`config.mk`:
```
export PLATFORM = sky130hd
export DESIGN_NAME = lora_tx_scheduler
export DESIGN_NICKNAME = d
export VERILOG_FILES = /design/src/rtl/lora_tx_scheduler.sv
export SDC_FILE = /design/constraint.sdc
export NUM_CORES = 1
export LEC_CHECK = 0
export CORE_MARGIN = 10
export CORE_UTILIZATION = 49
export CTS_CLUSTER_DIAMETER = 60
export DETAILED_ROUTE_END_ITERATION = 10
export DONT_BUFFER_PORTS = 1
export PLACE_DENSITY = 0.65
export SYNTH_ARGS = -nofsm -noshare
export SYNTH_HDL_FRONTEND = slang
export SYNTH_SLANG_ARGS = --single-unit
```
`constraint.sdc`:
```
create_clock -name clk -period 3.2 [get_ports clk]
set_input_delay 0.8 -clock clk [delete_from_list [all_inputs] [get_ports clk]]
set_output_delay 0.8 -clock clk [all_outputs]
set_load 0.1 [all_outputs]
```
`src/rtl/lora_tx_scheduler.sv`:
```
// Packet-level sequencer for the LoRa transmit chain (4 MHz divided-clock domain).
// Gates the oscillator and holds the packet generator in reset except while a
// packet is on air. It also latches SF/BW per packet and counts symDone pulses.
// Warm-up, inter-packet gap, packet quota and a per-symbol watchdog are enforced here.
module lora_tx_scheduler #(
    parameter int WARMUP_CYCLES = 4000,
    parameter int SYM_TIMEOUT   = 1048576,
    parameter int CNT_W         = 24
) (
    input  logic             clk,
    input  logic             rst_n,
    input  logic             clk_lock,
    input  logic             enable,
    input  logic             sym_done,
    input  logic [11:0]      pkt_syms,
    input  logic [2:0]       sf_cfg,
    input  logic [2:0]       bw_cfg,
    input  logic [CNT_W-1:0] gap_cycles,
    input  logic [15:0]      max_pkts,
    output logic             osc_en,
    output logic             gen_rst,
    output logic [2:0]       sf_select,
    output logic [2:0]       bw_select,
    output logic             busy,
    output logic [15:0]      pkt_count,
    output logic             err
);

    typedef enum logic [2:0] {
        ST_IDLE   = 3'd0,
        ST_WARMUP = 3'd1,
        ST_START  = 3'd2,
        ST_TX     = 3'd3,
        ST_GAP    = 3'd4,
        ST_DONE   = 3'd5
    } state_t;

    // Counters count down to zero, so a duration of N cycles loads N-1.
    localparam logic [CNT_W-1:0] WARM_LOAD = CNT_W'(WARMUP_CYCLES - 1);
    localparam logic [CNT_W-1:0] WDOG_LOAD = CNT_W'(SYM_TIMEOUT - 1);
    localparam logic [CNT_W-1:0] CNT_ZERO  = {CNT_W{1'b0}};
    localparam logic [CNT_W-1:0] CNT_ONE   = CNT_W'(1);

    state_t            state_r, state_nxt_s;
    logic [CNT_W-1:0]  warm_cnt_r, warm_cnt_nxt_s;
    logic [CNT_W-1:0]  gap_cnt_r, gap_cnt_nxt_s;
    logic [CNT_W-1:0]  wdog_r, wdog_nxt_s;
    logic [11:0]       sym_cnt_r, sym_cnt_nxt_s;
    logic [2:0]        sf_select_r, sf_select_nxt_s;
    logic [2:0]        bw_select_r, bw_select_nxt_s;
    logic [15:0]       pkt_count_r, pkt_count_nxt_s;
    logic              err_r, err_nxt_s;
    logic              osc_en_r, osc_en_nxt_s;
    logic              gen_rst_r, gen_rst_nxt_s;
    logic              busy_r, busy_nxt_s;
    logic [11:0]       last_sym_s;
    logic [CNT_W-1:0]  gap_load_s;
    logic              quota_ok_s;

    // Helpers: final symbol index (zero-length packet acts as one symbol), gap
    // reload (a zero gap still spends one cycle in GAP), and quota test.
    always_comb begin
        last_sym_s = (pkt_syms == 12'd0) ? 12'd0 : (pkt_syms - 12'd1);
        gap_load_s = (gap_cycles == CNT_ZERO) ? CNT_ZERO : (gap_cycles - CNT_ONE);
        quota_ok_s = (max_pkts == 16'd0) || (pkt_count_r < max_pkts);
    end

    // Next-state and next-register logic; lock loss overrides everything.
    always_comb begin
        state_nxt_s     = state_r;
        warm_cnt_nxt_s  = warm_cnt_r;
        gap_cnt_nxt_s   = gap_cnt_r;
        wdog_nxt_s      = wdog_r;
        sym_cnt_nxt_s   = sym_cnt_r;
        sf_select_nxt_s = sf_select_r;
        bw_select_nxt_s = bw_select_r;
        pkt_count_nxt_s = pkt_count_r;
        err_nxt_s       = err_r;

        if (!clk_lock) begin
            state_nxt_s = ST_IDLE;
        end else begin
            case (state_r)
                ST_IDLE: begin
                    if (enable) begin
                        state_nxt_s     = ST_WARMUP;
                        pkt_count_nxt_s = 16'd0;
                        err_nxt_s       = 1'b0;
                        warm_cnt_nxt_s  = WARM_LOAD;
                    end else begin
                        state_nxt_s = ST_IDLE;
                    end
                end
                ST_WARMUP: begin
                    if (!enable) begin
                        state_nxt_s = ST_IDLE;
                    end else if (warm_cnt_r == CNT_ZERO) begin
                        state_nxt_s = ST_START;
                    end else begin
                        warm_cnt_nxt_s = warm_cnt_r - CNT_ONE;
                    end
                end
                ST_START: begin
                    sf_select_nxt_s = sf_cfg;
                    bw_select_nxt_s = bw_cfg;
                    sym_cnt_nxt_s   = 12'd0;
                    wdog_nxt_s      = WDOG_LOAD;
                    state_nxt_s     = ST_TX;
                end
                ST_TX: begin
                    // A symbol arriving on the expiry cycle still counts.
                    if (sym_done) begin
                        if (sym_cnt_r == last_sym_s) begin
                            state_nxt_s     = ST_GAP;
                            gap_cnt_nxt_s   = gap_load_s;
                            pkt_count_nxt_s = (pkt_count_r == 16'hFFFF) ? pkt_count_r
                                                                       : (pkt_count_r + 16'd1);
                        end else begin
                            sym_cnt_nxt_s = sym_cnt_r + 12'd1;
                            wdog_nxt_s    = WDOG_LOAD;
                        end
                    end else if (wdog_r == CNT_ZERO) begin
                        err_nxt_s     = 1'b1;
                        state_nxt_s   = ST_GAP;
                        gap_cnt_nxt_s = gap_load_s;
                    end else begin
                        wdog_nxt_s = wdog_r - CNT_ONE;
                    end
                end
                ST_GAP: begin
                    if (gap_cnt_r == CNT_ZERO) begin
                        if (enable && quota_ok_s) begin
                            state_nxt_s = ST_START;
                        end else if (!enable) begin
                            state_nxt_s = ST_IDLE;
                        end else begin
                            state_nxt_s = ST_DONE;
                        end
                    end else begin
                        gap_cnt_nxt_s = gap_cnt_r - CNT_ONE;
                    end
                end
                ST_DONE: begin
                    if (!enable) begin
                        state_nxt_s = ST_IDLE;
                    end else begin
                        state_nxt_s = ST_DONE;
                    end
                end
                default: begin
                    state_nxt_s = ST_IDLE;
                end
            endcase
        end
    end

    // Output decode from the next state so the registered outputs track it.
    // The generator leaves reset only once TX is already established, and is
    // put back in reset on the same edge that leaves TX.
    always_comb begin
        busy_nxt_s    = (state_nxt_s == ST_WARMUP) || (state_nxt_s == ST_START) ||
                        (state_nxt_s == ST_TX)     || (state_nxt_s == ST_GAP);
        osc_en_nxt_s  = busy_nxt_s;
        gen_rst_nxt_s = !((state_r == ST_TX) && (state_nxt_s == ST_TX));
    end

    // State, counters and registered outputs.
    always_ff @(posedge clk or negedge rst_n) begin
        if (!rst_n) begin
            state_r     <= ST_IDLE;
            warm_cnt_r  <= CNT_ZERO;
            gap_cnt_r   <= CNT_ZERO;
            wdog_r      <= CNT_ZERO;
            sym_cnt_r   <= 12'd0;
            sf_select_r <= 3'd0;
            bw_select_r <= 3'd0;
            pkt_count_r <= 16'd0;
            err_r       <= 1'b0;
            osc_en_r    <= 1'b0;
            gen_rst_r   <= 1'b1;
            busy_r      <= 1'b0;
        end else begin
            state_r     <= state_nxt_s;
            warm_cnt_r  <= warm_cnt_nxt_s;
            gap_cnt_r   <= gap_cnt_nxt_s;
            wdog_r      <= wdog_nxt_s;
            sym_cnt_r   <= sym_cnt_nxt_s;
            sf_select_r <= sf_select_nxt_s;
            bw_select_r <= bw_select_nxt_s;
            pkt_count_r <= pkt_count_nxt_s;
            err_r       <= err_nxt_s;
            osc_en_r    <= osc_en_nxt_s;
            gen_rst_r   <= gen_rst_nxt_s;
            busy_r      <= busy_nxt_s;
        end
    end

    assign osc_en    = osc_en_r;
    assign gen_rst   = gen_rst_r;
    assign sf_select = sf_select_r;
    assign bw_select = bw_select_r;
    assign busy      = busy_r;
    assign pkt_count = pkt_count_r;
    assign err       = err_r;

endmodule

```
* Word level (Yosys, flattened, before mapping) *
Index checks and enable logic that the tools add are counted.

storage, ports and cells
  bits in registers = 112
  word-level logic and storage cells = 107

operators by class
  magnitude comparators = 1
  reduce and logical (&&, ||, !) cells = 25
  multiplexer cells = 38
  add/subtract/negate cells = 7
  equal/unequal tests = 25

operators by type and width
  operator                                                               count
  24-bit 2-to-1 mux                                                      11
  24-bit case mux with 2 select lines                                    3
  24-bit logical NOT                                                     4
  24-bit by 1-bit subtractor with 24-bit output, second input constant   4
  16-bit 2-to-1 mux                                                      4
  12-bit 2-to-1 mux                                                      3
  16-bit case mux with 2 select lines                                    1
  3-bit 2-to-1 mux                                                       9
  12-bit case mux with 2 select lines                                    1
  2-bit != test, second input constant                                   10
  3-bit case mux with 6 select lines                                     1
  16-bit by 1-bit adder with 16-bit output, second input constant        1
  16-bit equality test, second input constant                            1
  16-bit logical NOT                                                     1
  16-bit < comparator                                                    1
  5-bit AND reduction                                                    3
  12-bit by 1-bit adder with 12-bit output, second input constant        1
  12-bit equality test                                                   1
  3-bit by 2-bit equality test with 1-bit output, second input constant  4
  12-bit logical NOT                                                     1
  3-bit != test, second input constant                                   4
  12-bit by 1-bit subtractor with 12-bit output, second input constant   1
  3-bit equality test, second input constant                             3
  4-bit AND reduction                                                    2
  other kinds (10)                                                       21

* Logic depth before layout (Yosys ltp) *
Gate-level depths: netlist of the first run.

  word-level depth = 11
  mapped depth = 14
  depth with buffers taken out = 11

* Worst setup path after synthesis of the first run *
Ideal clock, no wire load.

  kind = input to register
  start = input port pkt_syms[0]
  end = register gap_cnt_r[4]
  data required time = 3075 ps
  path slack = -665 ps
  cell stages on the path = 13
  setup time = 125 ps
  data arrival time = 3741 ps
  cells stage by stage = inv_1 ha_1 clkbuf_1 or3b_2 or4_4 nand3_1 nand4_1 and4bb_4 nand3_2 and2_1 nor3_2 buf_2 mux2_2

between the ends
  cells in the longest elaborated chain, start to end = 5
  elaborated cells between the ends (all ways) = 6
  those cells by class = add/sub: 1; eq/ne: 2; mux: 1; reduce/logical: 2

ends and longest elaborated chain
  item                                                                                 line  text
  start, declared                                                                      15    input logic [11:0] pkt_syms,
  12-bit by 1-bit subtractor with 12-bit output or 12-bit logical NOT (tied branches)  63    last_sym_s = (pkt_syms == 12'd0) ? 12'd0 : (pkt_syms - 12'd1);
  12-bit 2-to-1 mux (*)                                                                63
  12-bit equality test (*)                                                             113   if (sym_cnt_r == last_sym_s) begin
  3-bit != test (no source line) (*)                                                   -
  5-bit AND reduction (no source line) (*)                                             -
  end signal, assigned                                                                 185   gap_cnt_r <= gap_cnt_nxt_s;
  end, declared                                                                        46    logic [CNT_W-1:0] gap_cnt_r, gap_cnt_nxt_s;

Every way passes the cells marked *; elsewhere a longest branch is shown, timed or not.
A chain may end at the register's enable or synchronous reset.

* Final worst setup path of the first run *
  start = input port pkt_syms[4]
  end = register gap_cnt_r[4]

Same word-level chain as after synthesis.

==> results of run 1 <==
==> logic make-up (layout without fill, tap and decap cells) <==
group	Yosys count	after routing	synth area share
and+or+nand+nor	411	415	0.292
AOI/OAI and AO/OA	214	214	0.181
DFF	112	112	0.368
buffers and inverters	76	165	0.0407
xor gates and xnor gates	52	52	0.0598
adders and majority gates	24	24	0.0394
muxes	13	13	0.0186
==> registers in the layout (all words and copies together), names as in the netlist <==
signal	flops
pkt_count	16
warm_cnt_r	24
state_r	3
bw_select	3
wdog_r	24
err	1
sym_cnt_r	12
gap_cnt_r	24
sf_select	3
busy	1
gen_rst	1
==> repair_timing <==
| item | CTS | global route |
|---|---|---|
| pin swaps | 4 | 24 |
| gates cloned | 1 | 4 |
| hold endpoints to repair | 0 | 0 |
| endpoints found under the setup margin | 39 | 81 |
| buffers inserted | 2 | 9 |
| gates resized for setup | 17 | 62 |
==> power breakdown <==
| group | switching, mW | internal, mW |
|---|---|---|
| Sequential | 0.0120 | 1.42 |
| Combinational | 0.127 | 0.0903 |
| Clock | 0.601 | 0.629 |
| Total | 0.740 | 2.14 |
==> synth_stat cells (14+ instances only) <==
| cell type | number |
|---|---|
| a21oi_1 | 61 |
| clkbuf_1 | 30 |
| dfrtp_1 | 111 |
| ha_1 | 24 |
| inv_1 | 35 |
| nand2_1 | 77 |
| nand3_1 | 51 |
| nand4_1 | 15 |
| nor2_1 | 73 |
| nor3_1 | 33 |
| nor4_1 | 26 |
| o21ai_0 | 36 |
| o31ai_1 | 19 |
| or3_1 | 33 |
| or4_1 | 27 |
| xnor2_1 | 38 |
| xor2_1 | 14 |
==> layout make-up <==
| type | count | area, um2 |
|---|---|---|
| multi-input combinational | 718 | 5180 |
| tap | 188 | 235 |
| clock buffer | 9 | 225 |
| timing repair buffer | 114 | 978 |
| fill | 1259 | 5550 |
| clock inverter | 7 | 91.3 |
| sequential | 112 | 2810 |
| inverter | 35 | 131 |
==> routing by layer <==
metal | up-vias | GRT usage | part of all wire
met1 | 3669 | 0.260 | 0.42
met5 | - | 0 | 0
met2 | 201 | 0.357 | 0.50
li1 | 3536 | - | -
met3 | 31 | 0.0479 | 0.062
met4 | 0 | 0.0606 | 0.015
==> metrics by stage <==
| stage | hold slack [ns] | worst slack, ns | instances | TNS, ns |
|---|---|---|---|---|
| final | 0.131 | -0.0416 | 1183 | -0.349 |
| after global placement | 0.497 | -0.452 | 1152 | -27.87 |
| after detailed placement | 0.504 | -0.465 | 1152 | -30.83 |
| after floorplan | 0.473 | -0.298 | 902 | -11.65 |
| after CTS | 0.122 | -0.00538 | 1171 | -0.00996 |
| after global routing | 0.104 | -0.140 | 1183 | -3.15 |
==> critical path, cell delays in order <==
cell and delay [ns]:
or4_4 0.58, or4_4 0.55, nand3_2 0.10, nand4_1 0.08
and4bb_4 0.34, buf_6 0.11, a21o_1 0.17, nand2_4 0.10
nor3_4 0.23, buf_12 0.15, mux2_4 0.29
==> worst paths after layout <==
path                                           start                         end  slack [ns]  cells past startpoint
hold reg to reg               wdog_r[14]$_DFFE_PN0P_      wdog_r[14]$_DFFE_PN0P_        0.54                      2
max in group asynchronous                      rst_n           gen_rst$_DFF_PN1_        2.77                      0
min in group clk              wdog_r[14]$_DFFE_PN0P_      wdog_r[14]$_DFFE_PN0P_        0.54                      2
setup reg to reg           warm_cnt_r[4]$_DFFE_PN0P_  warm_cnt_r[21]$_DFFE_PN0P_       -0.03                      9
setup / recovery                         pkt_syms[4]    gap_cnt_r[4]$_DFFE_PN0P_       -0.04                     11
hold / removal                                 rst_n      wdog_r[18]$_DFFE_PN0P_        0.13                      0
==> results.yml, run 1 <==
floorplan:
  placementRows: 45
  die_h_um: 145
  coreArea_um2: 15200
  design.portCount: 89
  fp.dieW_um: 145
  start_util: 0.501
  die_area_um2: 20900
synth:
  synth_nets: 989
  async_flop_share: 1.00
  yosys_register_bits: 112
  avgSynthCellArea_um2: 8.45
  synthTopCellsByArea: "dfrtp_1 (36%), xnor2_1 (4.4%), a21oi_1 (4.0%)"
  yosysWarnings: 0
  synthCells: 902
  yosys.area.top_type: "dfrtp_1"
  ys.flop_type: "dfrtp_1"
  syn_area_um2: 7620
  ys_seq_area_frac: 0.368
  synth_edf_count: 0
  synth_top_area_share: 0.364
  ys_types: 70
pwr:
  p_leak_nw: 4.22
  max-vdd-ir-drop_v: 0.000255
  power.density_nw_per_um2: 298
  total_power_mw: 2.88
clock_network:
  clk_pin_slew_ns: 0.08
  cts_inserted_buffers: 9
  cts_buffer_depth: 2
  h-tree-depth: 3
  cts_hold_buf: 0
  cts_sinks: 112
  clock_latency_ns: 0.36
  cts_tree: "built"
  cts_root_buf: "clkbuf_16"
sta:
  finClkSkew_ns: 0.0114
  grt_setup_unrepaired: "true"
  fmax_ghz: 0.308
  maxSlewViolCount: 0
  hold_viol_final: 0
  relSlewSlack: 0.358
  worst_pin_slew_ns: 0.963
  min_period_ns: 3.24
  fin_ws_ns: -0.0416
  fin_crit_sh: 1.01
  setup_viol: 13
placed_design:
  place_hpwl_um: 16000
  dpl_cell_area_um2: 8760
  io_buffers: 0
  gp_congestion: 0.886
grt:
  grt_pass1_wl_um: 36100
  grt_pass1_vias: 7333
  grt_usage: 0.210
  grt_overflow: 0
  antenna_found_initial: 0
  grt_max_degree: 113
cells_and_area:
  finalCoreUtilization: 0.635
  fin_nets: 1077
  diodes: 0
  area_growth_pct: 26.6
  final_cell_mix: "dfrtp_1 (110), buf_4 (100), nand2_1 (74), nor2_1 (71), a21oi_1 (45)"
  final_common_cell: "dfrtp_1"
  drive_gt1_frac: 0.259
  final_area_um2: 9650
worst_setup_path:
  critical_path_class: "input pin to flop"
  required_ns: 3.45
  critPathCaptureType: "flop"
  cp.arrival_ns: 3.49
  cp-start-kind: "input pin"
  path_max_fanout: 5
job:
  maxCapViolations: 0
status:
  violations: "negative setup slack"
  status: "complete, but fails checks"
routing:
  first_pass_iters: 5
  wl_um: 22900
  drc: 0
  postRouteAntennaNets: 0
  dr_total_vias: 7437
  wire_per_inst_um: 19.3
  drt-initial-drc-count: 605
  avgViaCountPerCell: 6.29
min_path:
  hp-class: "input pin to async pin"
(Power assumes the default switching activity.)
==> run 2: changes to the inputs <==
==> constraint.sdc (replaced) <==
create_clock -name clk -period 2.75 [get_ports clk]
set_input_delay 0.6875 -clock clk [delete_from_list [all_inputs] [get_ports clk]]
set_output_delay 0.6875 -clock clk [all_outputs]
set_load 0.1 [all_outputs]
==> results.yml, run 2 (synthesized netlist as in run 1, its figures left out) <==
sta:
  min_period_ns: 3.19
  setup_viol: 104
  worst_pin_slew_ns: 0.953
  maxSlewViolCount: 0
  finClkSkew_ns: 0.0104
  relSlewSlack: 0.365
  fin_ws_ns: -0.444
  fin_crit_sh: 1.16
  holdWs_ns: 0.0175
  grt_setup_unrepaired: "true"
  fmax_ghz: 0.313
  hold_viol_final: 0
grt:
  grt_pass1_vias: 7968
  grt_overflow: 0
  grt_usage: 0.235
  grt_pass1_wl_um: 40300
  antenna_found_initial: 0
  grt_max_degree: 113
clock_network:
  cts_inserted_buffers: 9
  h-tree-depth: 3
  clk_pin_slew_ns: 0.08
  cts_tree: "built"
  cts_buffer_depth: 2
  clock_latency_ns: 0.37
  cts_root_buf: "clkbuf_16"
  cts_sinks: 112
placed_design:
  place_hpwl_um: 16200
  place_inst: 1196
  gp_congestion: 0.964
  dp_slack_ns: -0.853
  io_buffers: 0
cells_and_area:
  final-instance-count-excl-fill: 1268
  area_growth_pct: 45.7
  final_common_cell: "buf_4"
  fin_nets: 1162
  reg_top3: "gap_cnt_r x24, warm_cnt_r x24, wdog_r x24"
  diodes: 0
  finalCoreUtilization: 0.731
  nFillCells: 1046
  final_cell_mix: "buf_4 (147), dfrtp_1 (108), nand2_1 (71), nor2_1 (70), xnor2_1 (35)"
  drive_gt1_frac: 0.387
pwr:
  p_seq_frac: 0.484
  pwr-share-comb: 0.101
  p_int_mw: 2.53
  p_switching_uw: 912
  clock_power_share: 0.415
  power.density_nw_per_um2: 310
  p_leak_nw: 4.82
  switching_share: 0.265
  max-vdd-ir-drop_v: 0.000324
worst_setup_path:
  crit_top_cell: "or4_4"
  cp.arrival_ns: 3.43
  cp-start-kind: "input pin"
  required_ns: 2.98
  critPathCaptureType: "flop"
  critical_path_buf_inv_count: 1
  crit_path_top_delay_cell: "or4_4"
  crit_family: "simple AND/OR/NAND/NOR gates"
  cpPeakStageDelay_ns: 0.57
  path_cells: "or4_4 -> or4_4 -> a21o_1 -> nand4_1 -> and4bb_4 -> a21o_4 -> a211o_4 -> clkbuf_16 -> o21ai_0 -> nand3_1"
  path_max_fanout: 5
  critical_path_class: "input pin to flop"
min_path:
  hp-class: "input pin to async pin"
floorplan:
  start_util: 0.501
  die_h_um: 145
  coreArea_um2: 15200
  design.portCount: 89
  placementRows: 45
  die_area_um2: 20900
  fp.dieW_um: 145
routing:
  wire_per_inst_um: 20.6
  drt-initial-drc-count: 617
  wl_um: 26100
  drc: 0
  dr_total_vias: 8091
  postRouteAntennaNets: 0
  first_pass_iters: 7
  avgViaCountPerCell: 6.38
job:
  maxCapViolations: 0
status:
  violations: "negative setup slack"
  status: "complete, but fails checks"
[run 2: cell types whose count changed in the layout (fill, tap and decap cells not counted), moves of 7 or more]
| cell | before | now |
|---|---|---|
| a21oi_1 | 45 | 33 |
| a21oi_2 | 14 | 21 |
| buf_4 | 100 | 147 |
| buf_6 | 6 | 32 |
| nand3_1 | 44 | 30 |
| nand3_2 | 5 | 20 |
| nor3_1 | 31 | 21 |
[run 2: area by class of cell]
cell class,count,area [um2],area share
multi-input combinational,720,5810,0.523
sequential,112,2810,0.253
timing repair buffer,197,1810,0.163
tap,188,235,0.0212
clock buffer,9,225,0.0203
inverter,35,135,0.0122
clock inverter,7,88.8,0.00800
[run 2: layer usage]
layer / GRT usage / wire length, um / vias up
met5: 0 / 0 / -
li1: - / - / 3712
met1: 0.283 / 10400 / 4024
met4: 0.0739 / 691 / 0
met3: 0.0453 / 1560 / 60
met2: 0.414 / 13500 / 295
[run 2: timing repair]
item / CTS / global route
endpoints found under the setup margin: 104 / 105
resized for setup: 142 / 83
cloned: 7 / 3
hold endpoints to repair: 0 / 1
setup buffers: 33 / 19
hold buffers: 0 / 4
pin swaps: 90 / 49
[run 2: through the flow]
| stage | instance area (um2) | setup TNS (ns) | power, mW |
|---|---|---|---|
| 2_1_floorplan | 8020 | -47.03 | 1.86 |
| 3_3_place_gp | 9090 | -63.57 | 1.92 |
| 3_5_place_dp | 9090 | -67.47 | 1.92 |
| 4_1_cts | 10500 | -25.70 | 3.39 |
| 5_1_grt | 11100 | -41.42 | 3.55 |
| 6_report | 11100 | -34.01 | 3.44 |
[run 2: final timing paths]
check / slack [ns] / to / from / cells past startpoint
worst max-delay path: -0.44 / wdog_r[8]$_DFFE_PN0P_ / pkt_syms[4] / 10
min in group clk: 0.47 / bw_select[2]$_DFFE_PN0P_ / bw_cfg[2] / 1
worst min register to register: 0.54 / gap_cnt_r[23]$_DFFE_PN0P_ / gap_cnt_r[23]$_DFFE_PN0P_ / 2
worst min-delay path: 0.02 / wdog_r[10]$_DFFE_PN0P_ / rst_n / 0
worst max register to register: -0.43 / warm_cnt_r[21]$_DFFE_PN0P_ / warm_cnt_r[4]$_DFFE_PN0P_ / 9
max in group asynchronous: 1.32 / pkt_count[7]$_DFFE_PN0P_ / rst_n / 1
[run 2: power groups by stage]
stage                     sequential (mW)  combinational [mW]  clock [mW]
final                                1.66               0.347        1.43
after global routing                 1.66               0.372        1.51
after CTS                            1.66               0.291        1.43
after detailed placement             1.70               0.225           0
after global placement               1.70               0.221           0
after floorplan                      1.69               0.169           0
[run 2: worst register-to-register path, delay by kind of cell, from the launching register on]
family          cells  cell delay, ns
simple gates        8            2.59
flops               1            0.39
compound gates      1            0.13
